<file path="config.mk">
export PLATFORM = sky130hd
export DESIGN_NAME = sseg_scan_driver_flat
export DESIGN_NICKNAME = d
export VERILOG_FILES = /design/src/rtl/sseg_scan_driver_pkg.sv /design/src/rtl/sseg_scan_driver_if.sv /design/src/rtl/sseg_scan_driver_hex.sv /design/src/rtl/sseg_scan_driver.sv /design/src/flat_wrapper.sv
export SDC_FILE = /design/constraint.sdc
export NUM_CORES = 1
export LEC_CHECK = 0
export ABC_CLOCK_PERIOD_IN_PS = 4300
export CAP_MARGIN = 20
export CELL_PAD_IN_SITES_DETAIL_PLACEMENT = 1
export CELL_PAD_IN_SITES_GLOBAL_PLACEMENT = 1
export CORE_MARGIN = 2
export CORE_UTILIZATION = 50
export DETAILED_ROUTE_END_ITERATION = 8
export DONT_BUFFER_PORTS = 1
export PLACE_DENSITY = 0.76
export SLEW_MARGIN = 25
export SYNTH_ARGS = -nofsm -noshare
export SYNTH_HDL_FRONTEND = slang
export SYNTH_SLANG_ARGS = --single-unit
export TNS_END_PERCENT = 20
</file>
<file path="constraint.sdc">
create_clock -name clk -period 4.3 [get_ports clk]
set_input_delay 0.645 -clock clk [delete_from_list [all_inputs] [get_ports clk]]
set_output_delay 0.645 -clock clk [all_outputs]
set_load 0.01 [all_outputs]
</file>
<file path="src/rtl/sseg_scan_driver_pkg.sv">
// -----------------------------------------------------------------------------
// sseg_scan_driver_pkg
// Shared constants for the multiplexed seven-segment scan driver.
//   SEG_OFF  : active-low pattern with every segment dark
//   SEG_LUT  : active-low glyphs for hex digits 0-F, bit 0 = segment a,
//              bit 6 = segment g (lowercase b and d keep them distinct
//              from 8 and 0)
// -----------------------------------------------------------------------------
package sseg_scan_driver_pkg;

    localparam logic [6:0] SEG_OFF = 7'h7F;

    localparam logic [6:0] SEG_LUT [16] = '{
        7'h40,  // 0
        7'h79,  // 1
        7'h24,  // 2
        7'h30,  // 3
        7'h19,  // 4
        7'h12,  // 5
        7'h02,  // 6
        7'h78,  // 7
        7'h00,  // 8
        7'h10,  // 9
        7'h08,  // A
        7'h03,  // b
        7'h46,  // C
        7'h21,  // d
        7'h06,  // E
        7'h0E   // F
    };

endpackage

</file>
<file path="src/rtl/sseg_scan_driver_if.sv">
// -----------------------------------------------------------------------------
// sseg_scan_driver_if
// Bundles the data-load and display-drive signals of the scan driver.
//   value_i   : 4*NUM_DIGITS hex nibbles, nibble 0 = rightmost digit
//   blank_i   : per-digit blank, 1 = digit dark
//   dp_i      : per-digit decimal point, 1 = lit
//   load_i    : one-cycle strobe capturing value_i/blank_i/dp_i
//   seg_o     : segments a..g, active-low
//   dp_o      : decimal point, active-low
//   an_o      : digit anodes, active-low
//   frame_o   : one-cycle pulse at the start of each scan frame
//   pending_o : captured data waiting for the frame boundary
// master = the side supplying data, slave = the driver itself.
// -----------------------------------------------------------------------------
interface sseg_scan_driver_if #(
    parameter int NUM_DIGITS = 4
);
    logic [4*NUM_DIGITS-1:0] value_i;
    logic [NUM_DIGITS-1:0]   blank_i;
    logic [NUM_DIGITS-1:0]   dp_i;
    logic                    load_i;
    logic [6:0]              seg_o;
    logic                    dp_o;
    logic [NUM_DIGITS-1:0]   an_o;
    logic                    frame_o;
    logic                    pending_o;

    modport master (
        output value_i, blank_i, dp_i, load_i,
        input  seg_o, dp_o, an_o, frame_o, pending_o
    );

    modport slave (
        input  value_i, blank_i, dp_i, load_i,
        output seg_o, dp_o, an_o, frame_o, pending_o
    );
endinterface

</file>
<file path="src/rtl/sseg_scan_driver_hex.sv">
// -----------------------------------------------------------------------------
// hex_to_7seg
// Purely combinational nibble-to-glyph conversion.
//   nibble_i : hex digit 0-F
//   seg_o    : active-low segments a..g (bit 0 = a)
// -----------------------------------------------------------------------------
module hex_to_7seg
    import sseg_scan_driver_pkg::*;
(
    input  logic [3:0] nibble_i,
    output logic [6:0] seg_o
);
    assign seg_o = SEG_LUT[nibble_i];
endmodule

</file>
<file path="src/rtl/sseg_scan_driver.sv">
// -----------------------------------------------------------------------------
// sseg_scan_driver
// Time-multiplexes NUM_DIGITS hex digits onto one shared segment bus.
// Each digit owns a slot of REFRESH_DIV cycles whose first BLANK_CYC cycles
// keep every anode off to suppress ghosting. New data is double-buffered and
// only reaches the display at the frame boundary, so a frame never mixes
// old and new digits.
//   clk   : single clock, rising edge
//   rst_n : asynchronous active-low reset
//   bus   : sseg_scan_driver_if.slave (load inputs, display outputs)
// -----------------------------------------------------------------------------
module sseg_scan_driver
    import sseg_scan_driver_pkg::*;
#(
    parameter int NUM_DIGITS  = 4,
    parameter int REFRESH_DIV = 50000,
    parameter int BLANK_CYC   = 500
) (
    input  logic clk,
    input  logic rst_n,
    sseg_scan_driver_if.slave bus
);
    localparam int CW = (REFRESH_DIV > 1) ? $clog2(REFRESH_DIV) : 1;
    localparam int DW = (NUM_DIGITS > 1) ? $clog2(NUM_DIGITS) : 1;

    localparam logic [CW-1:0] CNT_LAST  = CW'(REFRESH_DIV - 1);
    localparam logic [DW-1:0] DIG_LAST  = DW'(NUM_DIGITS - 1);
    localparam logic [CW-1:0] BLANK_END = CW'(BLANK_CYC);

    logic [CW-1:0] cnt;
    logic [DW-1:0] dig;
    logic          boundary;

    // Pending (load side) and display (scan side) register banks.
    logic [4*NUM_DIGITS-1:0] pend_value, disp_value;
    logic [NUM_DIGITS-1:0]   pend_blank, disp_blank;
    logic [NUM_DIGITS-1:0]   pend_dp,    disp_dp;
    logic                    pending;

    logic [3:0]            cur_nibble;
    logic [6:0]            cur_seg;
    logic                  lit;
    logic [NUM_DIGITS-1:0] an_next;

    assign boundary = (cnt == CNT_LAST) && (dig == DIG_LAST);

    // Slot counter and digit index.
    // NOTE: sequential state uses non-blocking assignments so every flop
    // samples pre-edge values regardless of block ordering.
    always_ff @(posedge clk or negedge rst_n) begin
        if (!rst_n) begin
            cnt <= '0;
            dig <= '0;
        end else if (cnt == CNT_LAST) begin
            cnt <= '0;
            dig <= (dig == DIG_LAST) ? '0 : dig + 1'b1;
        end else begin
            cnt <= cnt + 1'b1;
        end
    end

    // Double buffer. A load on the boundary cycle bypasses the pending bank
    // and supersedes anything already pending (last write wins).
    // NOTE: these are plain registers, not a RAM, so resetting them is cheap
    // and guarantees a reset discards any half-delivered update.
    always_ff @(posedge clk or negedge rst_n) begin
        if (!rst_n) begin
            pend_value <= '0;
            pend_blank <= '0;
            pend_dp    <= '0;
            disp_value <= '0;
            disp_blank <= '0;
            disp_dp    <= '0;
            pending    <= 1'b0;
        end else if (boundary) begin
            if (bus.load_i) begin
                disp_value <= bus.value_i;
                disp_blank <= bus.blank_i;
                disp_dp    <= bus.dp_i;
            end else if (pending) begin
                disp_value <= pend_value;
                disp_blank <= pend_blank;
                disp_dp    <= pend_dp;
            end
            pending <= 1'b0;
        end else if (bus.load_i) begin
            pend_value <= bus.value_i;
            pend_blank <= bus.blank_i;
            pend_dp    <= bus.dp_i;
            pending    <= 1'b1;
        end
    end

    assign bus.pending_o = pending;
    assign cur_nibble    = disp_value[4*dig +: 4];
    assign lit           = (cnt >= BLANK_END) && !disp_blank[dig];

    hex_to_7seg u_hex (
        .nibble_i (cur_nibble),
        .seg_o    (cur_seg)
    );

    // At most one anode can ever be driven low: start from all-off and
    // clear only the current digit.
    // NOTE: the default assignment first means every path assigns an_next,
    // so no latch is inferred.
    always_comb begin
        an_next = '1;
        if (lit) an_next[dig] = 1'b0;
    end

    // Registered outputs: one cycle behind cnt/dig/display.
    always_ff @(posedge clk or negedge rst_n) begin
        if (!rst_n) begin
            bus.an_o    <= '1;
            bus.seg_o   <= SEG_OFF;
            bus.dp_o    <= 1'b1;
            bus.frame_o <= 1'b0;
        end else begin
            bus.an_o    <= an_next;
            bus.seg_o   <= lit ? cur_seg : SEG_OFF;
            bus.dp_o    <= lit ? ~disp_dp[dig] : 1'b1;
            bus.frame_o <= boundary;
        end
    end
endmodule

</file>
<file path="src/flat_wrapper.sv">
// flat-port wrapper written by rule: the top's interface ports become plain ports
module sseg_scan_driver_flat import sseg_scan_driver_pkg::*;
#(
    parameter int NUM_DIGITS  = 4,
    parameter int REFRESH_DIV = 50000,
    parameter int BLANK_CYC   = 500
)
  (clk, rst_n, bus_value_i, bus_blank_i, bus_dp_i, bus_load_i, bus_seg_o, bus_dp_o, bus_an_o, bus_frame_o, bus_pending_o);
  sseg_scan_driver_if #(.NUM_DIGITS(NUM_DIGITS)) bus_i ();
  input  logic clk;
  input  logic rst_n;
  input wire logic [$bits(bus_i.value_i)-1:0] bus_value_i;
  input wire logic [$bits(bus_i.blank_i)-1:0] bus_blank_i;
  input wire logic [$bits(bus_i.dp_i)-1:0] bus_dp_i;
  input wire logic [$bits(bus_i.load_i)-1:0] bus_load_i;
  output wire logic [$bits(bus_i.seg_o)-1:0] bus_seg_o;
  output wire logic [$bits(bus_i.dp_o)-1:0] bus_dp_o;
  output wire logic [$bits(bus_i.an_o)-1:0] bus_an_o;
  output wire logic [$bits(bus_i.frame_o)-1:0] bus_frame_o;
  output wire logic [$bits(bus_i.pending_o)-1:0] bus_pending_o;
  assign bus_i.value_i = bus_value_i;
  assign bus_i.blank_i = bus_blank_i;
  assign bus_i.dp_i = bus_dp_i;
  assign bus_i.load_i = bus_load_i;
  assign bus_seg_o = bus_i.seg_o;
  assign bus_dp_o = bus_i.dp_o;
  assign bus_an_o = bus_i.an_o;
  assign bus_frame_o = bus_i.frame_o;
  assign bus_pending_o = bus_i.pending_o;
  sseg_scan_driver #(.NUM_DIGITS(NUM_DIGITS), .REFRESH_DIV(REFRESH_DIV), .BLANK_CYC(BLANK_CYC)) u_core (.clk(clk), .rst_n(rst_n), .bus(bus_i));
endmodule
</file>
# After elaboration in Yosys (flattened, before gate mapping)
# Memories as Yosys holds them, arrays and structs flattened.
# Index checks and enable logic that the tools add are counted.
# W data, S select, Z words.
[totals] reg_bits=80 latchBits=0 ramBits=0 mem_bits_ro=112 in_bits=27 elab_cells=56 memories=1
[mem_list] memory="(no name shown)" words=16 word_bits=7 read_ports=1 rd_clocked_by_memory_dff=0 wr=0 line="sseg_scan_driver_hex.sv:13" source="assign seg_o = SEG_LUT[nibble_i];"
[op_classes] add_sub_neg=2 n_mul=0 div_mod_pow=0 magnitude_cmp=4 eq_ne=2 shifts=1 mux=21 bitwise_logic=4 reduce_logical=8
[ops] operator="$mux W16" count=3
[ops] operator="$mux W7" count=3
[ops] operator="$mux W4" count=5
[ops] operator="$add A16 B1 Y16 const B" count=1
[ops] operator="$eq A16 B16 Y1 const B" count=1
[ops] operator="$ge A16 B9 Y1 const B" count=1
[ops] operator="$shiftx A16 B5 Y4" count=1
[ops] operator="$mux W1" count=6
[ops] operator="$ge A5 B5 Y1 const B" count=1
[ops] operator="$not A4 Y5" count=1
[ops] operator="$bmux W1 S2" count=2
[ops] operator="$not A4 Y4" count=1
[ops] operator="$reduce_and A2 Y1" count=2
[ops] operator="$reduce_bool A2 Y1" count=2
[ops] operator="$logic_and A1 B1 Y1" count=3
[ops] operator="$lt A2 B3 Y1 const B" count=1
[ops] operator="$add A2 B1 Y2 const B" count=1
[ops] operator="$demux W1 S2" count=1
[ops] operator="$eq A2 B2 Y1 const B" count=1
[ops] operator="$ge A2 B1 Y1 const B" count=1
[ops] operator="$mux W2" count=1
[ops] operator="$not A1 Y1" count=2
[ops] operator="$logic_not A1 Y1" count=1

# Longest topological paths before layout
# Gate-level depths: netlist of run 1.
[depth] word_depth=6 mapped_depth=7 depth_no_buf=6

# Modules after synthesis
# A second synthesis of run 1 with hierarchy kept.
[unflattened] hier_cells=328 area_unflattened_um2=3928.8
[by_module_without_submodules] mod="sseg_scan_driver" instances=1 cells_each=293 area_each_um2=3681.0 seq_area_each_um2=2016.9
[by_module_without_submodules] mod="hex_to_7seg" instances=1 cells_each=35 area_each_um2=247.7 seq_area_each_um2=0.0

# Worst setup path after synthesis of run 1
# No wires, ideal clock.
[synth_path] kind="register to register" from="register u_core.cnt[10]" to="register u_core.pend_blank[0]" setup_time_ns=0.125 t_arrival_ns=1.950 required_ns=4.175 slack_ns=2.225 path_stages_with_launch=6 path_buffers=1 synth_period_minus_slack_ns=2.075 path_cell_list="dfrtp_1 > or4_4 > nor4_1 > a21boi_1 > buf_6 > mux2_4"
[synth_between] elab_chain_cells=4
[synth_rtl] element="from (decl)" line="sseg_scan_driver.sv:30" source="logic [CW-1:0] cnt;"
[synth_rtl] element="from (signal assigned)" line="sseg_scan_driver.sv:58" source="cnt <= cnt + 1'b1;"
[synth_rtl] element="$eq A16 B16 Y1" line="sseg_scan_driver.sv:45" source="assign boundary = (cnt == CNT_LAST) && (dig == DIG_LAST);"
[synth_rtl] element="$logic_and A1 B1 Y1" line="sseg_scan_driver.sv:45"
[synth_rtl] element="$not A1 Y1 (no line)"
[synth_rtl] element="$reduce_and A2 Y1 (no line)"
[synth_rtl] element="to (signal assigned)" line="sseg_scan_driver.sv:88" source="pend_blank <= bus.blank_i;"
[synth_rtl] element="to (decl)" line="sseg_scan_driver.sv:36" source="logic [NUM_DIGITS-1:0] pend_blank, disp_blank;"
# No other way between the ends.
# A chain may end at the register's enable or synchronous reset.

# Final worst setup path of run 1
[layout_path] from="register u_core.cnt[10]" to="register u_core.disp_blank[1]"
[layout_between] elab_chain_cells=3
[layout_rtl] element="$eq A16 B16 Y1" line="sseg_scan_driver.sv:45"
[layout_rtl] element="$logic_and A1 B1 Y1" line="sseg_scan_driver.sv:45"
[layout_rtl] element="$reduce_and A2 Y1 (no line)"
[layout_rtl] element="to (signal assigned)" line="sseg_scan_driver.sv:78" source="disp_blank <= bus.blank_i;"
[layout_rtl] element="to (signal assigned)" line="sseg_scan_driver.sv:82" source="disp_blank <= pend_blank;"
[layout_rtl] element="to (decl)" line="sseg_scan_driver.sv:36"
# No other way between the ends.

==> reports/metrics.csv, run 1 <==
metric,value,unit
outcome,completed,
placed_area,4120,um^2
total_power,1.46,mW
worstMarginPinSlew,884,ps
cp_max_fo,24,
via_per_inst,5.55,
coreArea,7770,um^2
cp_slowest_stage_delay,700,ps
path_cells,or4_4 -> nor4_4 -> nand3b_4 -> mux2_4,
cp-start-kind,register,
antenna_found_initial,0,
synth_nets,329,
required,4530,ps
worst_slew_margin_rel,0.411,
drive_gt1_frac,0.398,
cts_num_sinks,80,
power.density,334,nW/um^2
hold_path.class,in2async,
dp_slack,1470,ps
final_area,4360,um^2
globalplace.congestion,0.773,
worst_ep_arrival_time,3070,ps
io_buffers,0,
ir_drop,0.226,mV
register_area,2020,um^2
initial_core_util,0.520,
dieHeight,93.9,um
use_met2,0.313,
setup_tns,0,ps
grt_pass1_wl,13200,um
total_leakage_power,2.06,nW
critPathKind,reg2reg,
grt_usage,0.198,
multi_input_area,1920,um^2
rsz0062_at_grt,false,
drt-initial-drc-count,110,
maxCapViolations,0,
wirelength,7700,um
num_rows,32,
dp.cells,379,
yosysSeqAreaShare,0.500,
syn_inst,290,
synth_area_per_cell,13.9,um^2
fin_crit,2830,ps
hpwl,5250,um
clock_latency,350,ps
cts_tree,built,
stdcell_count,396,
fp.dieArea,8810,um^2
setup_slack,1470,ps
final_util,0.561,
drt_pass1_iterations,4,
use_met3,0.0706,
antenna_cells,0,
ys_types,41,
syn2layout_area_growth,7.90,%
ys_ff_latch,80,
vias,2199,
finalSetupViolCount,0,
cp_slowest_cell,nor4_4,
grt.busiest_layer,met2,
grt_max_degree,69,
cts_max_level,3,
nFillCells,757,
path_clk_slew,80,ps
fmax,0.353,GHz
whs,126,ps
finalMaxSlewViolations,0,
num_io_pins,41,
final_net_count,328,
drc,0,
syn_area,4040,um^2
numCtsBuffers,9,
ant_nets,0,
cts.path.max_buffers,2,
hold_viol_final,0,
cp-end-kind,register,
finalCritPeriodShare,0.659,
grt_util_met1,0.268,
ys_warn_count,0,
ctsRootBufferMaster,clkbuf_8,
overflow,0,
grt_pass1_vias,2498,
post-cts-setup-buffers,0,
avgRoutedWirePerCell,19.5,um
skew,8.86,ps
dieWidth,93.9,um
-- state kept, by name, summed over array words and instances (netlist names) --
| name | cells |
|---|---|
| u_core.cnt | 16 |
| u_core.disp_value | 16 |
| u_core.pend_value | 16 |
| u_core.bus.seg_o | 7 |
| u_core.bus.an_o | 4 |
| u_core.disp_blank | 4 |
| u_core.disp_dp | 4 |
| u_core.pend_blank | 4 |
| u_core.pend_dp | 4 |
| u_core.dig | 2 |
| u_core.bus.dp_o | 1 |
| u_core.bus.frame_o | 1 |
| u_core.bus.pending_o | 1 |
-- synth_stat cells, drive strengths merged --
library cell	count	area, um^2
or4b	1	13.8
o21ai	6	30.0
o31a	1	8.76
or2	1	6.26
a22o	1	8.76
dfstp	12	315
dfrtp	68	1700
nor4	4	40.0
o21a	2	15.0
nand2b	1	6.26
and4	2	17.5
mux2	73	972
nand3	8	40.0
nor2	12	45.0
o2111ai	1	8.76
o31ai	1	7.51
o21ba	1	10.0
and3	6	37.5
xor2	12	105
and2	1	6.26
a21boi	1	7.51
o211ai	3	22.5
nor2b	2	12.5
or4	1	11.3
clkbuf	7	26.3
buf	7	57.6
xnor2	3	26.3
a31o	1	8.76
inv	8	30.0
a21oi	3	15.0
ha	12	150
nand2	14	52.6
nand3b	1	20.0
nand4	3	18.8
nor3b	2	15.0
mux4	7	158
o221ai	1	8.76
-- layer usage --
layer / share of wire / up-vias
met3: 0.041 / 2
li1: - / 1027
met2: 0.51 / 35
met4: 0.0031 / 0
met5: 0 / -
met1: 0.45 / 1135
-- critical path, delay by kind of cell, from the launching register on --
| family | cells | cell delay [ps] |
|---|---|---|
| and+or+nand+nor | 3 | 1830 |
| DFF | 1 | 410 |
| muxes | 1 | 460 |
-- timing repair --
| item | 4_1_cts | 5_1_grt |
|---|---|---|
| gates resized for setup | 0 | 0 |
| endpoints found under the hold margin | 68 | 0 |
| hold buffers | 1 | 0 |
-- placed cells by master (no fill, tap or decap), drive strengths merged, types with 2 or more instances in the layout --
master  instances
nor3b           2
clkinv          2
inv             8
nand2          14
nand3           8
buf             2
a21oi           3
ha             12
dfrtp          68
mux2           73
xor2           12
nand4           3
nor2           12
mux4            7
nor4            4
xnor2           3
o21a            2
o21ai           6
o211ai          3
and3            6
dfstp          12
nor2b           2
clkbuf         13
and4            2
-- path summary, 6_finish.rpt --
kind | from | slack, ps | end | depth (start not counted)
worst max register to register | u_core.cnt[10]$_DFF_PN0_ | 1470 | u_core.disp_blank[1]$_DFFE_PN0P_ | 4
worst min register to register | u_core.cnt[0]$_DFF_PN0_ | 500 | u_core.cnt[0]$_DFF_PN0_ | 1
worst max-delay path | u_core.cnt[10]$_DFF_PN0_ | 1470 | u_core.disp_blank[1]$_DFFE_PN0P_ | 4
max in group asynchronous | rst_n | 3850 | u_core.pend_value[14]$_DFFE_PN0P_ | 1
min in group clk | bus_value_i[8] | 430 | u_core.pend_value[8]$_DFFE_PN0P_ | 1
worst min-delay path | rst_n | 130 | u_core.bus.seg_o[5]$_DFF_PN1_ | 0
-- power breakdown --
| group | leakage, nW | internal [mW] | switching [mW] | total [mW] |
|---|---|---|---|---|
| Clock | 0.109 | 0.314 | 0.263 | 0.577 |
| Sequential | 1.00 | 0.775 | 0.0121 | 0.787 |
| Combinational | 0.944 | 0.0584 | 0.0333 | 0.0917 |
-- kinds of logic after synthesis --
| logic type | share of synthesized area |
|---|---|
| compound gates | 0.0375 |
| xor+xnor | 0.0325 |
| fa+ha+maj | 0.0372 |
| buf+inv | 0.0282 |
| flops | 0.500 |
| mux | 0.280 |
| simple gates | 0.0849 |
-- area by class of cell --
class	count	area share
multi-input combinational	188	0.440
clock inverter	3	0.00919
clock buffer	13	0.0388
inverter	8	0.00689
timing repair buffer	2	0.0126
tap	102	0.0293
sequential	80	0.463
Note: power is estimated with default switching activity, not from simulation.
==> run 2: changes to the inputs <==
--- a/config.mk
+++ b/config.mk
@@ -5,7 +5,7 @@
 export SDC_FILE = /design/constraint.sdc
 export NUM_CORES = 1
 export LEC_CHECK = 0
-export ABC_CLOCK_PERIOD_IN_PS = 4300
+export ABC_CLOCK_PERIOD_IN_PS = 2800
 export CAP_MARGIN = 20
 export CELL_PAD_IN_SITES_DETAIL_PLACEMENT = 1
 export CELL_PAD_IN_SITES_GLOBAL_PLACEMENT = 1
==> constraint.sdc (replaced) <==
create_clock -name clk -period 2.8 [get_ports clk]
set_input_delay 0.42 -clock clk [delete_from_list [all_inputs] [get_ports clk]]
set_output_delay 0.42 -clock clk [all_outputs]
set_load 0.01 [all_outputs]
==> run 2 against run 1 <==
  * Die area did not move
  * Clock skew fell by 3.7 ps
  * Core utilization rose by 0.66 points
  * Sequential share of layout area fell by 0.54 points
  * Worst hold slack improved by 96 ps
  * Total power rose by 62%
  * Global-route usage fell by 0.093 points
==> reports/metrics.csv, run 2 (synthesis gave the netlist of run 1 again) <==
metric,value,unit,change
required,3020,ps,was 4530 ps
fin_crit,2420,ps,was 2830 ps
path_buf_inv,1,,was 0
finalCritPeriodShare,0.864,,was 0.659
cts_max_level,3,,unchanged
initial_core_util,0.520,,unchanged
num_rows,32,,unchanged
reg2reg_setup_slack,380,ps,was 1470 ps
fmax,0.413,GHz,was 0.353 GHz
finalMaxSlewViolations,0,,unchanged
skew,5.11,ps,was 8.86 ps
globalplace.congestion,0.769,,was 0.773
crit_family,simple AND/OR/NAND/NOR gates,,unchanged
final_net_count,333,,was 328
final_cell_mix,"dfrtp_1 (68), mux2_4 (40), mux2_2 (33)",,unchanged
drt-initial-drc-count,96,,was 110
antenna_found_initial,0,,unchanged
hold_path.class,in2reg,,was in2async
cts_tree,built,,unchanged
setup_slack,380,ps,was 1470 ps
avgRoutedWirePerCell,19.8,um,was 19.5 um
overflow,0,,unchanged
cts.path.max_buffers,2,,unchanged
wirelength,7940,um,was 7700 um
ant_nets,0,,unchanged
critPathKind,reg2reg,,unchanged
drive_gt1_frac,0.408,,was 0.398
cp-end-kind,register,,unchanged
nFillCells,770,,was 757
worst_ep_arrival_time,2640,ps,was 3070 ps
drc,0,,unchanged
io_buffers,0,,unchanged
worstMarginPinSlew,680,ps,was 884 ps
ir_drop,0.430,mV,was 0.226 mV
antenna_cells,0,,unchanged
clock_latency,340,ps,was 350 ps
dp_slack,422,ps,was 1470 ps
rsz0062_at_grt,false,,unchanged
cp-start-kind,register,,unchanged
worst_slew_margin_rel,0.542,,was 0.411
outcome,completed,,unchanged
vias,2252,,"was 2,199"
power.density,535,nW/um^2,was 334 nW/um^2
total_leakage_power,2.08,nW,was 2.06 nW
finalSetupViolCount,0,,unchanged
dieWidth,93.9,um,unchanged
post-cts-setup-buffers,0,,unchanged
cts_num_sinks,80,,unchanged
cp_slowest_cell,nor4_1,,was nor4_4
cp_max_fo,13,,was 24
total_power,2.36,mW,was 1.46 mW
hold_viol_final,0,,unchanged
reg.largest.list,"u_core.cnt x16, u_core.disp_value x16, u_core.pend_value x16",,unchanged
cts-resized-gates,0,,unchanged
fp.dieArea,8810,um^2,unchanged
grt_pass1_wl,13500,um,"was 13,200 um"
grt_pass1_vias,2537,,"was 2,498"
maxCapViolations,0,,unchanged
cp_slowest_stage_delay,630,ps,was 700 ps
numCtsBuffers,9,,unchanged
drt_pass1_iterations,4,,unchanged
path_clk_slew,80,ps,about the same
final_common_cell,dfrtp_1,,unchanged
grt_max_degree,81,,was 69
coreArea,7770,um^2,unchanged
num_io_pins,41,,unchanged
dieHeight,93.9,um,unchanged
ctsRootBufferMaster,clkbuf_8,,unchanged
grt_usage,0.198,,about the same
setup_tns,0,ps,unchanged
hpwl,5260,um,was 5250 um
syn2layout_area_growth,9.18,%,was 7.90%
path_cells,or4_4 -> nor4_1 -> a21boi_4 -> buf_4 -> mux2_4,,was or4_4 -> nor4_4 -> nand3b_4 -> mux2_4
via_per_inst,5.62,,was 5.55
[run 2: cell types whose count changed in the layout (fill, tap and decap cells not counted), sizes merged]
cell / before / now
clkbuf: 13 / 12
clkinv: 2 / 0
dlygate4sd3: 0 / 1
bufinv: 1 / 2
buf: 2 / 6
clkinvlp: 0 / 2
[run 2: power by group]
part	internal [mW]	leakage, nW	switching (mW)
sequential	1.19	1.00	0.0189
combinational	0.0884	0.961	0.0552
clock	0.576	0.115	0.428
[run 2: per-stage QoR]
step | std cells | cell area, um^2 | hold WS [ps] | util
floorplan | 290 | 4040 | 124 | -
global placement | 383 | 4130 | 127 | 0.532
detailed placement | 383 | 4130 | 127 | 0.532
CTS | 401 | 4410 | 206 | 0.567
global route | 401 | 4410 | 196 | 0.567
finish | 401 | 4410 | 222 | 0.567
[run 2: worst paths after layout]
check,startpoint,end,cells after the start
worst max-delay path,u_core.cnt[10]$_DFF_PN0_,u_core.pend_value[10]$_DFFE_PN0P_,5
min in group asynchronous,rst_n,u_core.cnt[13]$_DFF_PN0_,2
worst min-delay path,bus_value_i[2],u_core.pend_value[2]$_DFFE_PN0P_,1
worst min register to register,u_core.cnt[7]$_DFF_PN0_,u_core.cnt[7]$_DFF_PN0_,1
max in group asynchronous,rst_n,u_core.disp_blank[1]$_DFFE_PN0P_,2
worst max register to register,u_core.cnt[10]$_DFF_PN0_,u_core.pend_value[10]$_DFFE_PN0P_,5
[run 2: routing by layer]
metal | global-route usage | wire (um) | vias to the layer above
met2 | 0.310 | 3880 | 48
met4 | 0.0531 | 78 | 0
met5 | 0 | 0 | -
li1 | - | - | 1035
met1 | 0.278 | 3730 | 1161
met3 | 0.0441 | 254 | 8
[run 2: worst register-to-register path, delay by kind of cell (launching register included)]
| kind | cells | cell delay [ps] |
|---|---|---|
| and+or+nand+nor | 2 | 1220 |
| muxes | 1 | 320 |
| DFF | 1 | 420 |
| buffers and inverters | 1 | 240 |
| AOI/OAI and AO/OA | 1 | 120 |
[run 2: area by class of cell]
type | instances | area, um^2 | area share
repair buffers | 7 | 75.1 | 0.0170
well taps | 102 | 128 | 0.0290
flip-flops and latches | 80 | 2020 | 0.458
clock inverters | 4 | 75.1 | 0.0170
clock buffers | 12 | 165 | 0.0375
multi-input cells | 188 | 1920 | 0.435
inverters | 8 | 30.0 | 0.00681
[run 2: repair_timing]
action	4_1_cts	5_1_grt
endpoints found under the hold margin	80	0
endpoints found under the setup margin	0	0
hold buffers	2	0
